--- src/rtl/ps2_host_tx.sv ---
`default_nettype none
// ============================================================================
// Module   : ps2_host_tx
// Purpose  : Host-to-device PS/2 transmitter. Inhibits the bus, issues a
//            request-to-send, then shifts out one byte (LSB first, odd parity,
//            stop) on the device-generated clock and checks the acknowledge.
// Ports    : clk, reset_n            - system clock, async active-low reset
//            ps2_clk_in, ps2_data_in - raw (asynchronous) PS/2 line levels
//            ps2_clk_oe, ps2_data_oe - 1 pulls the corresponding line low
//            tx_data, tx_valid       - byte to send and send request
//            tx_ready, tx_busy       - idle / transfer-in-progress status
//            tx_done, tx_error       - one-cycle completion / failure pulses
// Revision : 1.0 - initial release
// ============================================================================
module ps2_host_tx #(
   parameter int unsigned INHIBIT_CYCLES = 5000,
   parameter int unsigned TIMEOUT_CYCLES = 750000,
   parameter int unsigned CNT_W          = 20
) (
   input  logic       clk,
   input  logic       reset_n,
   input  logic       ps2_clk_in,
   input  logic       ps2_data_in,
   output logic       ps2_clk_oe,
   output logic       ps2_data_oe,
   input  logic [7:0] tx_data,
   input  logic       tx_valid,
   output logic       tx_ready,
   output logic       tx_busy,
   output logic       tx_done,
   output logic       tx_error
);

   typedef enum logic [2:0] {
      S_IDLE      = 3'd0,
      S_INHIBIT   = 3'd1,
      S_START     = 3'd2,
      S_SHIFT     = 3'd3,
      S_ACK       = 3'd4,
      S_WAIT_IDLE = 3'd5
   } state_t;

   localparam logic [CNT_W-1:0] c_INH_LAST = CNT_W'(INHIBIT_CYCLES - 1);
   localparam logic [CNT_W-1:0] c_TMO_LAST = CNT_W'(TIMEOUT_CYCLES - 1);

   state_t           r_state;
   state_t           w_state_nxt;

   logic             r_clk_s1, r_clk_s2, r_clk_prev;
   logic             r_dat_s1, r_dat_s2;
   logic [CNT_W-1:0] r_cnt;
   logic [7:0]       r_shift;
   logic             r_parity;
   logic [3:0]       r_idx;
   logic             r_data_oe;
   logic             r_done;
   logic             r_err;

   logic             w_fall;
   logic             w_timeout;
   logic             w_accept;
   logic             w_cnt_clr;
   logic             w_cnt_inc;
   logic             w_bit_step;
   logic             w_done_set;
   logic             w_err_set;

   // Two-flop synchronisers plus one history flop for edge detection.
   // Reset to 1 (idle bus level) so no false falling edge follows reset.
   always_ff @(posedge clk or negedge reset_n) begin
      if (!reset_n) begin
         r_clk_s1   <= 1'b1;
         r_clk_s2   <= 1'b1;
         r_clk_prev <= 1'b1;
         r_dat_s1   <= 1'b1;
         r_dat_s2   <= 1'b1;
      end else begin
         r_clk_s1   <= ps2_clk_in;
         r_clk_s2   <= r_clk_s1;
         r_clk_prev <= r_clk_s2;
         r_dat_s1   <= ps2_data_in;
         r_dat_s2   <= r_dat_s1;
      end
   end

   assign w_fall    = r_clk_prev & ~r_clk_s2;
   assign w_timeout = (r_cnt == c_TMO_LAST);

   // State register
   always_ff @(posedge clk or negedge reset_n) begin
      if (!reset_n) r_state <= S_IDLE;
      else          r_state <= w_state_nxt;
   end

   // Next-state and output decode. A fall always takes priority over a
   // timeout that matures in the same cycle.
   always_comb begin
      w_state_nxt = r_state;
      w_accept    = 1'b0;
      w_cnt_clr   = 1'b0;
      w_cnt_inc   = 1'b0;
      w_bit_step  = 1'b0;
      w_done_set  = 1'b0;
      w_err_set   = 1'b0;
      ps2_clk_oe  = 1'b0;
      ps2_data_oe = 1'b0;
      tx_ready    = 1'b0;
      tx_busy     = 1'b1;

      case (r_state)
         S_IDLE: begin
            tx_ready = 1'b1;
            tx_busy  = 1'b0;
            if (tx_valid) begin
               w_accept    = 1'b1;
               w_cnt_clr   = 1'b1;
               w_state_nxt = S_INHIBIT;
            end
         end
         S_INHIBIT: begin
            ps2_clk_oe = 1'b1;
            if (r_cnt == c_INH_LAST) begin
               w_cnt_clr   = 1'b1;
               w_state_nxt = S_START;
            end else begin
               w_cnt_inc = 1'b1;
            end
         end
         S_START: begin
            ps2_clk_oe  = 1'b1;
            ps2_data_oe = 1'b1;
            w_cnt_clr   = 1'b1;
            w_state_nxt = S_SHIFT;
         end
         S_SHIFT: begin
            ps2_data_oe = r_data_oe;
            if (w_fall) begin
               w_bit_step = 1'b1;
               w_cnt_clr  = 1'b1;
               if (r_idx == 4'd9) w_state_nxt = S_ACK;
            end else if (w_timeout) begin
               w_err_set   = 1'b1;
               w_state_nxt = S_IDLE;
            end else begin
               w_cnt_inc = 1'b1;
            end
         end
         S_ACK: begin
            if (w_fall) begin
               w_cnt_clr = 1'b1;
               if (r_dat_s2) begin
                  w_err_set   = 1'b1;
                  w_state_nxt = S_IDLE;
               end else begin
                  w_state_nxt = S_WAIT_IDLE;
               end
            end else if (w_timeout) begin
               w_err_set   = 1'b1;
               w_state_nxt = S_IDLE;
            end else begin
               w_cnt_inc = 1'b1;
            end
         end
         S_WAIT_IDLE: begin
            if (r_clk_s2 && r_dat_s2) begin
               w_done_set  = 1'b1;
               w_state_nxt = S_IDLE;
            end else if (w_fall) begin
               w_cnt_clr = 1'b1;
            end else if (w_timeout) begin
               w_err_set   = 1'b1;
               w_state_nxt = S_IDLE;
            end else begin
               w_cnt_inc = 1'b1;
            end
         end
         default: begin
            w_state_nxt = S_IDLE;
         end
      endcase
   end

   // Datapath: shared counter, shift register, bit index, data drive, pulses.
   always_ff @(posedge clk or negedge reset_n) begin
      if (!reset_n) begin
         r_cnt     <= '0;
         r_shift   <= '0;
         r_parity  <= 1'b0;
         r_idx     <= '0;
         r_data_oe <= 1'b0;
         r_done    <= 1'b0;
         r_err     <= 1'b0;
      end else begin
         r_done <= w_done_set;
         r_err  <= w_err_set;

         if (w_cnt_clr)      r_cnt <= '0;
         else if (w_cnt_inc) r_cnt <= r_cnt + 1'b1;

         if (w_accept) begin
            r_shift  <= tx_data;
            r_parity <= ~^tx_data;
         end

         // START hands over to SHIFT still holding the start bit (line low).
         if (r_state == S_START) begin
            r_data_oe <= 1'b1;
            r_idx     <= '0;
         end else if (w_bit_step) begin
            r_idx <= r_idx + 1'b1;
            if (r_idx < 4'd8) begin
               r_data_oe <= ~r_shift[0];
               r_shift   <= {1'b0, r_shift[7:1]};
            end else if (r_idx == 4'd8) begin
               r_data_oe <= ~r_parity;
            end else begin
               r_data_oe <= 1'b0;
            end
         end
      end
   end

   assign tx_done  = r_done;
   assign tx_error = r_err;

endmodule
`default_nettype wire

--- config.mk ---
export PLATFORM = sky130hd
export DESIGN_NAME = ps2_host_tx
export DESIGN_NICKNAME = d
export VERILOG_FILES = /design/src/rtl/ps2_host_tx.sv
export SDC_FILE = /design/constraint.sdc
export NUM_CORES = 1
export LEC_CHECK = 0
export CAP_MARGIN = 20
export CORE_MARGIN = 1.5
export CORE_UTILIZATION = 42
export DETAILED_ROUTE_END_ITERATION = 8
export MAX_ROUTING_LAYER = met4
export PLACE_DENSITY = 0.73
export SLEW_MARGIN = 20
export SYNTH_ARGS = -nofsm -noshare
export SYNTH_HDL_FRONTEND = slang
export SYNTH_SLANG_ARGS = --single-unit
--- constraint.sdc ---
create_clock -name clk -period 4.1 [get_ports clk]
set_input_delay 0.41 -clock clk [delete_from_list [all_inputs] [get_ports clk]]
set_output_delay 0.41 -clock clk [all_outputs]
set_load 0.05 [all_outputs]
# Word-level counts from Yosys, hierarchy flattened
# Index checks and enable logic that the tools add are counted.
[totals]
reg_bits = 44
latch_bits = 0
mem_bits_rw = 0
romBits = 0
inputBits = 13
output_inout_bits = 6
wordCells = 87
n_memories = 0
[classes]
add_sub_neg = 2
multipliers = 0
n_div = 0
order_cmp = 1
n_eq_ne = 13
shifts = 0
mux = 46
bitwise_logic = 4
reduce_logical = 8
[ops]
columns = ["cell", "count"]
rows = [
  ["two-way mux 20 bit", 2],
  ["two-way mux 8 bit", 4],
  ["two-way mux 3 bit", 9],
  ["two-way mux 1 bit", 24],
  ["adder 20 x 1 -> 20 bit, second input constant", 1],
  ["== test 20 x 13 -> 1 bit, second input constant", 1],
  ["== test 20 bit, second input constant", 1],
  ["case mux 3 bit (6 select lines)", 1],
  ["== test 4 bit, second input constant", 2],
  ["two-way mux 4 bit", 2],
  ["XNOR reduction 8 bit", 1],
  ["== test 3 x 2 -> 1 bit, second input constant", 2],
  ["== test 3 bit, second input constant", 2],
  ["inequality test 3 bit, second input constant", 2],
  ["case mux 1 bit (3 select lines)", 2],
  ["case mux 1 bit (5 select lines)", 1],
  ["adder 4 x 1 -> 4 bit, second input constant", 1],
  ["less-than comparator 4 bit, second input constant", 1],
  ["inequality test 2 bit, second input constant", 2],
  ["AND reduction 4 bit", 1],
  ["nonzero test 2 bit", 2],
  ["OR reduction 2 bit", 2],
  ["== test 3 x 1 -> 1 bit, second input constant", 1],
  ["logical NOT 3 bit", 1],
  ["4 further kinds", 6],
]

# Depth between registers and ports, before layout
# Gate-level depths: netlist of the first run.
[depth]
ltp_word = 7
depth_mapped = 8
depth_no_buf = 8

# Least setup slack after synthesis of the first run
# Ideal clock, no wire load.
[synth_path]
path_type = "register to register"
from = "register r_state[1]"
to = "register r_shift[0]"
setup_time_ns = 0.137
arrival_time_ns = 1.983
t_required_ns = 3.963
setup_slack_ns = 1.980
stages_incl_launch_ff = 7
period_less_slack_ns = 2.120
cell_sequence = "dfrtp_1 -> buf_6 -> or3_1 -> inv_2 -> nand2_1 -> mux2i_1 -> a21oi_1"
[synth_between]
elab_chain_len = 6
word_cells_on_any_way = 9
cone_classes = "eq/ne: 2; mux: 6; reduce/logical: 1"
[synth_rtl]
columns = ["element", "line", "source"]
rows = [
  ["start, declared", "46", "state_t r_state;"],
  ["start signal, assigned", "92", "else r_state <= w_state_nxt;"],
  ["logical NOT 3 bit", "110", "case (r_state)"],
  ["two-way mux 1 bit", "110", ""],
  ["two-way mux 8 bit", "200", "if (w_accept) begin"],
  ["two-way mux 8 bit", "211", "if (r_idx < 4'd8) begin"],
  ["two-way mux 8 bit", "209", "end else if (w_bit_step) begin"],
  ["two-way mux 8 bit (*)", "206", "if (r_state == S_START) begin"],
  ["end signal, assigned", "201", "r_shift <= tx_data;"],
  ["end signal, assigned", "213", "r_shift <= {1'b0, r_shift[7:1]};"],
  ["end, declared", "52", "logic [7:0] r_shift;"],
]
# Mark *: on every way between the ends. The rest lies on a longest branch, timed or not.
# A chain may end at the register's enable or synchronous reset.

# Worst setup path in the final report of the first run
[layout_path]
from = "register r_state[2]"
to = "output ps2_data_oe"
[layout_between]
elab_chain_len = 2
word_cells_on_any_way = 3
cone_classes = "eq/ne: 2; mux: 1"
[layout_rtl]
columns = ["element", "line", "source"]
rows = [
  ["== test 3 x 2 -> 1 bit", "110", ""],
  ["case mux 1 bit (2 select lines) (*)", "110", ""],
  ["end, declared", "25", "output logic ps2_data_oe,"],
]
# Marks and branches as above.

==> flow_summary.yaml, run 1 <==
outcome:
  status: "finished with violations"
  violations: "hold timing"
detailed_routing:
  vias: 2086
  wl_um: 5240
  wl_per_cell_um: 14.3
  drc: 0
  first_iter_violations: 189
  via_per_inst: 5.72
  dr.pass1.iters: 4
  antenna_left: 0
worst_setup_path:
  cp_num_buf_inv: 2
  slowest_stage: "clkdlybuf4s50_1"
  timing.critical_path.to_type: "output pin"
  worstSetupPathType: "flip-flop to output pin"
  cp_cell_sequence: "inv_1, nand2_1, a21oi_1, clkdlybuf4s50_1"
  required_ns: 3.69
  critPathMaxFanout: 17
  cp-start-kind: "flip-flop"
  critPathTopFamily: "buffers and inverters"
  worstPathArrival_ns: 2.24
  max_stage_delay_ns: 0.82
sta:
  period_needed_ns: 2.65
  relSlewSlack_pct: 61.1
  fin_skew_ns: 0.0119
  finalHoldViolCount: 11
  tightest_slew_ns: 0.584
  max_freq_ghz: 0.377
  drv_slew: 0
  setup_viol: 0
  fin_crit_sh_pct: 64.7
  worst_hold_slack_ns: -0.00750
  tns_ns: 0
  rsz0062_at_grt: "false"
yosys:
  ys_types: 49
  yosys_register_bits: 44
  syn_area_um2: 2510
  ys_warn_count: 0
  yosys_most_used_dff: "dfrtp_1"
  synth_top_area_share_pct: 38.9
  synth-edff-count: 0
  synth.area.top_cells: "dfrtp_1 (39%), a21oi_1 (5.8%), dfstp_2 (5.2%)"
  syn_nets: 297
  synthTopCellsByCount: "dfrtp_1 (39), a21oi_1 (29), nand2_1 (24)"
  async_flop_share_pct: 100
  yosysMostFrequentCell: "dfrtp_1"
  avgSynthCellArea_um2: 8.95
  yosysSeqAreaShare_pct: 44.2
  yosysTopAreaCell: "dfrtp_1"
  synthCells: 280
cells_and_area:
  final_cell_count_no_fill: 365
  fin_util_pct: 50.6
  antennaDiodeCount: 0
  drive_above_1_share_pct: 6.83
  nets: 309
  n_fill_cell: 512
  area_growth_syn_to_layout_pct: 14.0
placement:
  dp_hpwl_um: 3670
  place_congestion: 0.857
  dp.cells: 356
  io_buffer_count: 18
die:
  floorplan.die.height_um: 80.2
  core_um2: 5640
  fp.dieArea_um2: 6440
  num_rows: 27
  die_w_um: 80.2
  start_util_pct: 44.4
  ios: 19
min_path:
  worst_hold_path_type: "input port to asynchronous set/reset pin"
global_routing:
  overflow: 0
  grt_start_max_net_pins: 45
  antenna_found_initial: 0
  track_usage_pct: 18.3
  grt_pass1_vias: 1926
  grt_pass1_wl_um: 8840
clock_tree:
  cts.sinks: 44
  cts_buffers: 5
  cts.path.max_buffers: 2
  ctsResizeCount: 0
  cts_setup_buffers: 0
  clkLatencyLatePin_ns: 0.30
  holdBufCountCts: 0
  cts_tree: "yes"
  htreeDepth: 2
  clkTransAtPathRegs_ns: 0.09
  root_buffer: "clkbuf_8"
pwr:
  power.leakage_nw: 1.17
  power.total_w: 0.00159
  peakVddDrop_mv: 0.233
  power_density_nw_per_um2: 557
flow_run:
  drv_cap: 0
per-stage QoR:
step                      area [um^2]  setup WS, ns
after global routing             2860          1.28
after CTS                        2840          1.44
after global placement           2700          1.75
after floorplan                  2510          1.98
final                            2860          1.45
after detailed placement         2700          1.68
cell usage in the layout (no fill, tap or decap), types with 5 or more instances in the layout:
cell type | Yosys | final
dfrtp_1 | 39 | 39
a21oi_1 | 29 | 29
nand2_1 | 24 | 24
nor2_1 | 21 | 21
o21ai_0 | 18 | 18
clkdlybuf4s50_1 | 0 | 17
nand3_1 | 16 | 16
or3_1 | 12 | 12
xnor2_1 | 10 | 10
mux2i_1 | 8 | 8
inv_1 | 7 | 7
nor3_1 | 7 | 7
nand2b_1 | 6 | 6
o21ai_1 | 6 | 6
nand4_1 | 5 | 5
o31ai_1 | 5 | 5
clkbuf_8 | 0 | 5
dfstp_2 | 5 | 5
final timing paths:
check	from	endpoint	slack, ns	depth (start not counted)
worst max register to register	r_state[0]$_DFFE_PN0P_	r_cnt[16]$_DFFE_PN0P_	1.64	5
worst min register to register	r_clk_s1$_DFF_PN1_	r_clk_s2$_DFF_PN1_	0.36	0
max in group asynchronous	reset_n	r_clk_s2$_DFF_PN1_	3.57	2
worst max-delay path	r_state[2]$_DFFE_PN0P_	ps2_data_oe	1.45	4
worst min-delay path	reset_n	tx_done$_DFF_PN0_	-0.008	1
min in group clk	r_clk_s1$_DFF_PN1_	r_clk_s2$_DFF_PN1_	0.36	0
flip-flops by register name, summed over array words and instances, names as in the netlist:
signal,count
tx_error,1
r_clk_prev,1
r_clk_s2,1
r_clk_s1,1
r_state,3
r_dat_s2,1
r_cnt,20
r_dat_s1,1
tx_done,1
r_data_oe,1
r_idx,4
r_parity,1
r_shift,8
logic make-up after synthesis:
| logic type | share of synthesized area [%] |
|---|---|
| multiplexers | 3.20 |
| buffers and inverters | 4.04 |
| adder cells (fa/ha/maj) | 2.00 |
| XOR/XNOR | 3.84 |
| AO/OA/AOI/OAI | 19.3 |
| AND/OR/NAND/NOR | 23.5 |
| flip-flops | 44.2 |
where the power goes:
part / switching [W] / internal (W) / total (W)
Sequential: 0.000129 / 0.000547 / 0.000676
Combinational: 0.000311 / 0.000212 / 0.000523
Clock: 0.000150 / 0.000244 / 0.000393
Total: 0.000589 / 0.00100 / 0.00159
metal layers:
metal | global-route usage [%] | routed length, um | up-vias
li1 | - | - | 1042
met1 | 24.2 | 2510 | 977
met2 | 28.2 | 2400 | 60
met3 | 3.18 | 236 | 7
met4 | 6.55 | 94 | 0
met5 | - | 0 | -
area by class of cell:
class / count / area [um^2] / share of cell area, %
flip-flops and latches: 44 / 1110 / 38.8
clock inverters: 2 / 60.1 / 2.10
inverters: 9 / 33.8 / 1.18
multi-input cells: 213 / 1300 / 45.4
repair buffers: 19 / 195 / 6.83
clock buffers: 6 / 72.6 / 2.54
well taps: 72 / 90.1 / 3.15
(Power assumes the default switching activity.)
==> inputs of run 2 (changes only) <==
- clock period: 4.1 -> 2.7 ns (I/O delays scaled with it)
==> flow_summary.yaml, run 2 (synthesis gave the netlist of run 1 again) <==
outcome:
  status: "complete, no violations"
clock_tree:
  root_buffer: "clkbuf_8"
  clkTransAtPathRegs_ns: 0.09
  htreeDepth: 2
  holdBufCountCts: 0
  cts.path.max_buffers: 2
  cts_tree: "yes"
  cts_setup_buffers: 0
  cts_buffers: 5
  clkLatencyLatePin_ns: 0.30
  ctsResizeCount: 0
  cts.sinks: 44
placement:
  io_buffer_count: 18
  place_congestion: 0.924
  dpl_cell_area_um2: 2730
  dp_hpwl_um: 3570
worst_setup_path:
  critPathTopFamily: "buffers and inverters"
  worstPathArrival_ns: 2.23
  cp_num_cells: 4
  cp_cell_sequence: "inv_1, nand2_1, a21oi_1, clkdlybuf4s50_1"
  cp-start-kind: "flip-flop"
  required_ns: 2.43
  max_stage_delay_ns: 0.82
  timing.critical_path.to_type: "output pin"
  worst-r2r-cell-count: 5
  worstSetupPathType: "flip-flop to output pin"
  critPathMaxFanout: 17
  slowest_stage: "clkdlybuf4s50_1"
  cp_num_buf_inv: 2
  r2r_setup_slack_ns: 0.41
cells_and_area:
  largest_registers: "r_cnt x20, r_shift x8, r_idx x4"
  nets: 313
  n_fill_cell: 536
  area_growth_syn_to_layout_pct: 13.4
  largest_reg_flops: 20
  design_area_um2: 2840
  top_register: "r_cnt"
  drive_above_1_share_pct: 8.08
  layout_commonest_cell: "dfrtp_1"
  final_cell_mix: "dfrtp_1 (39), a21oi_1 (29), nand2_1 (24)"
  antennaDiodeCount: 0
sta:
  drv_slew: 0
  tightest_slew_ns: 0.542
  setup_viol: 0
  period_needed_ns: 2.50
  fin_skew_ns: 0.00888
  worst_hold_slack_ns: 0.362
  fin_crit_sh_pct: 92.4
  relSlewSlack_pct: 63.9
  finalHoldViolCount: 0
  max_freq_ghz: 0.401
  rsz0062_at_grt: "false"
  tns_ns: 0
detailed_routing:
  wl_um: 5070
  dr.pass1.iters: 4
  vias: 2119
  wl_per_cell_um: 13.7
  first_iter_violations: 188
  via_per_inst: 5.74
  drc: 0
  antenna_left: 0
global_routing:
  grt_start_max_net_pins: 45
  grt_pass1_vias: 1930
  antenna_found_initial: 0
  track_usage_pct: 18.2
  overflow: 0
  grt_pass1_wl_um: 8990
die:
  die_w_um: 80.2
  start_util_pct: 44.4
  core_um2: 5640
  floorplan.die.height_um: 80.2
  num_rows: 27
  fp.dieArea_um2: 6440
  ios: 19
pwr:
  peakVddDrop_mv: 0.442
  p_comb_share_pct: 36.6
  switchingPower_w: 0.000918
  sw_frac_of_total_pct: 40.3
  power.leakage_nw: 1.17
  seq_power_share_pct: 44.0
  power_density_nw_per_um2: 802
  clock_power_share_pct: 19.4
  p_int_w: 0.00136
min_path:
  hold-path-cell-count: 0
  worst_hold_path_type: "flip-flop to flip-flop"
flow_run:
  drv_cap: 0
==> run 2: final timing paths <==
check,startpoint,end
min in group asynchronous,reset_n,r_shift[7]$_DFF_PN0_
min reg2reg,r_dat_s1$_DFF_PN1_,r_dat_s2$_DFF_PN1_
min,r_dat_s1$_DFF_PN1_,r_dat_s2$_DFF_PN1_
max,r_state[2]$_DFFE_PN0P_,ps2_data_oe
max in group asynchronous,reset_n,r_cnt[10]$_DFFE_PN0P_
max reg2reg,r_clk_s2$_DFF_PN1_,r_cnt[16]$_DFFE_PN0P_
==> run 2: per-layer routing <==
layer	track usage (%)	vias up	part of all wire, %
met1	25.5	1011	50
met4	5.00	0	1.1
li1	-	1053	-
met3	2.73	4	4.4
met5	-	-	0
met2	27.6	51	45
==> run 2: cell type report <==
cell class                 instances  area (um^2)  area share (%)
sequential                        44         1110            39.0
clock inverter                     3         26.3           0.925
multi-input combinational        213         1300            45.7
inverter                           9         33.8            1.19
timing repair buffer              23          218            7.66
tap                               72         90.1            3.17
clock buffer                       5         68.8            2.42
==> run 2: per-stage QoR <==
step	instances	setup slack, ns	power, W	util (%)
after floorplan	280	0.580	0.00162	-
after global placement	360	0.523	0.00182	48.5
after detailed placement	360	0.446	0.00184	48.5
after CTS	368	0.191	0.00229	50.1
after global routing	369	0.0384	0.00246	50.4
final	369	0.204	0.00228	50.4
==> run 2: power groups by stage <==
stage               Clock (W)  Sequential, W  Combinational (W)
finish               0.000443        0.00100           0.000833
global route         0.000485        0.00104           0.000940
CTS                  0.000459       0.000998           0.000837
detailed placement          0        0.00101           0.000835
global placement            0        0.00101           0.000817
floorplan                   0       0.000963           0.000656
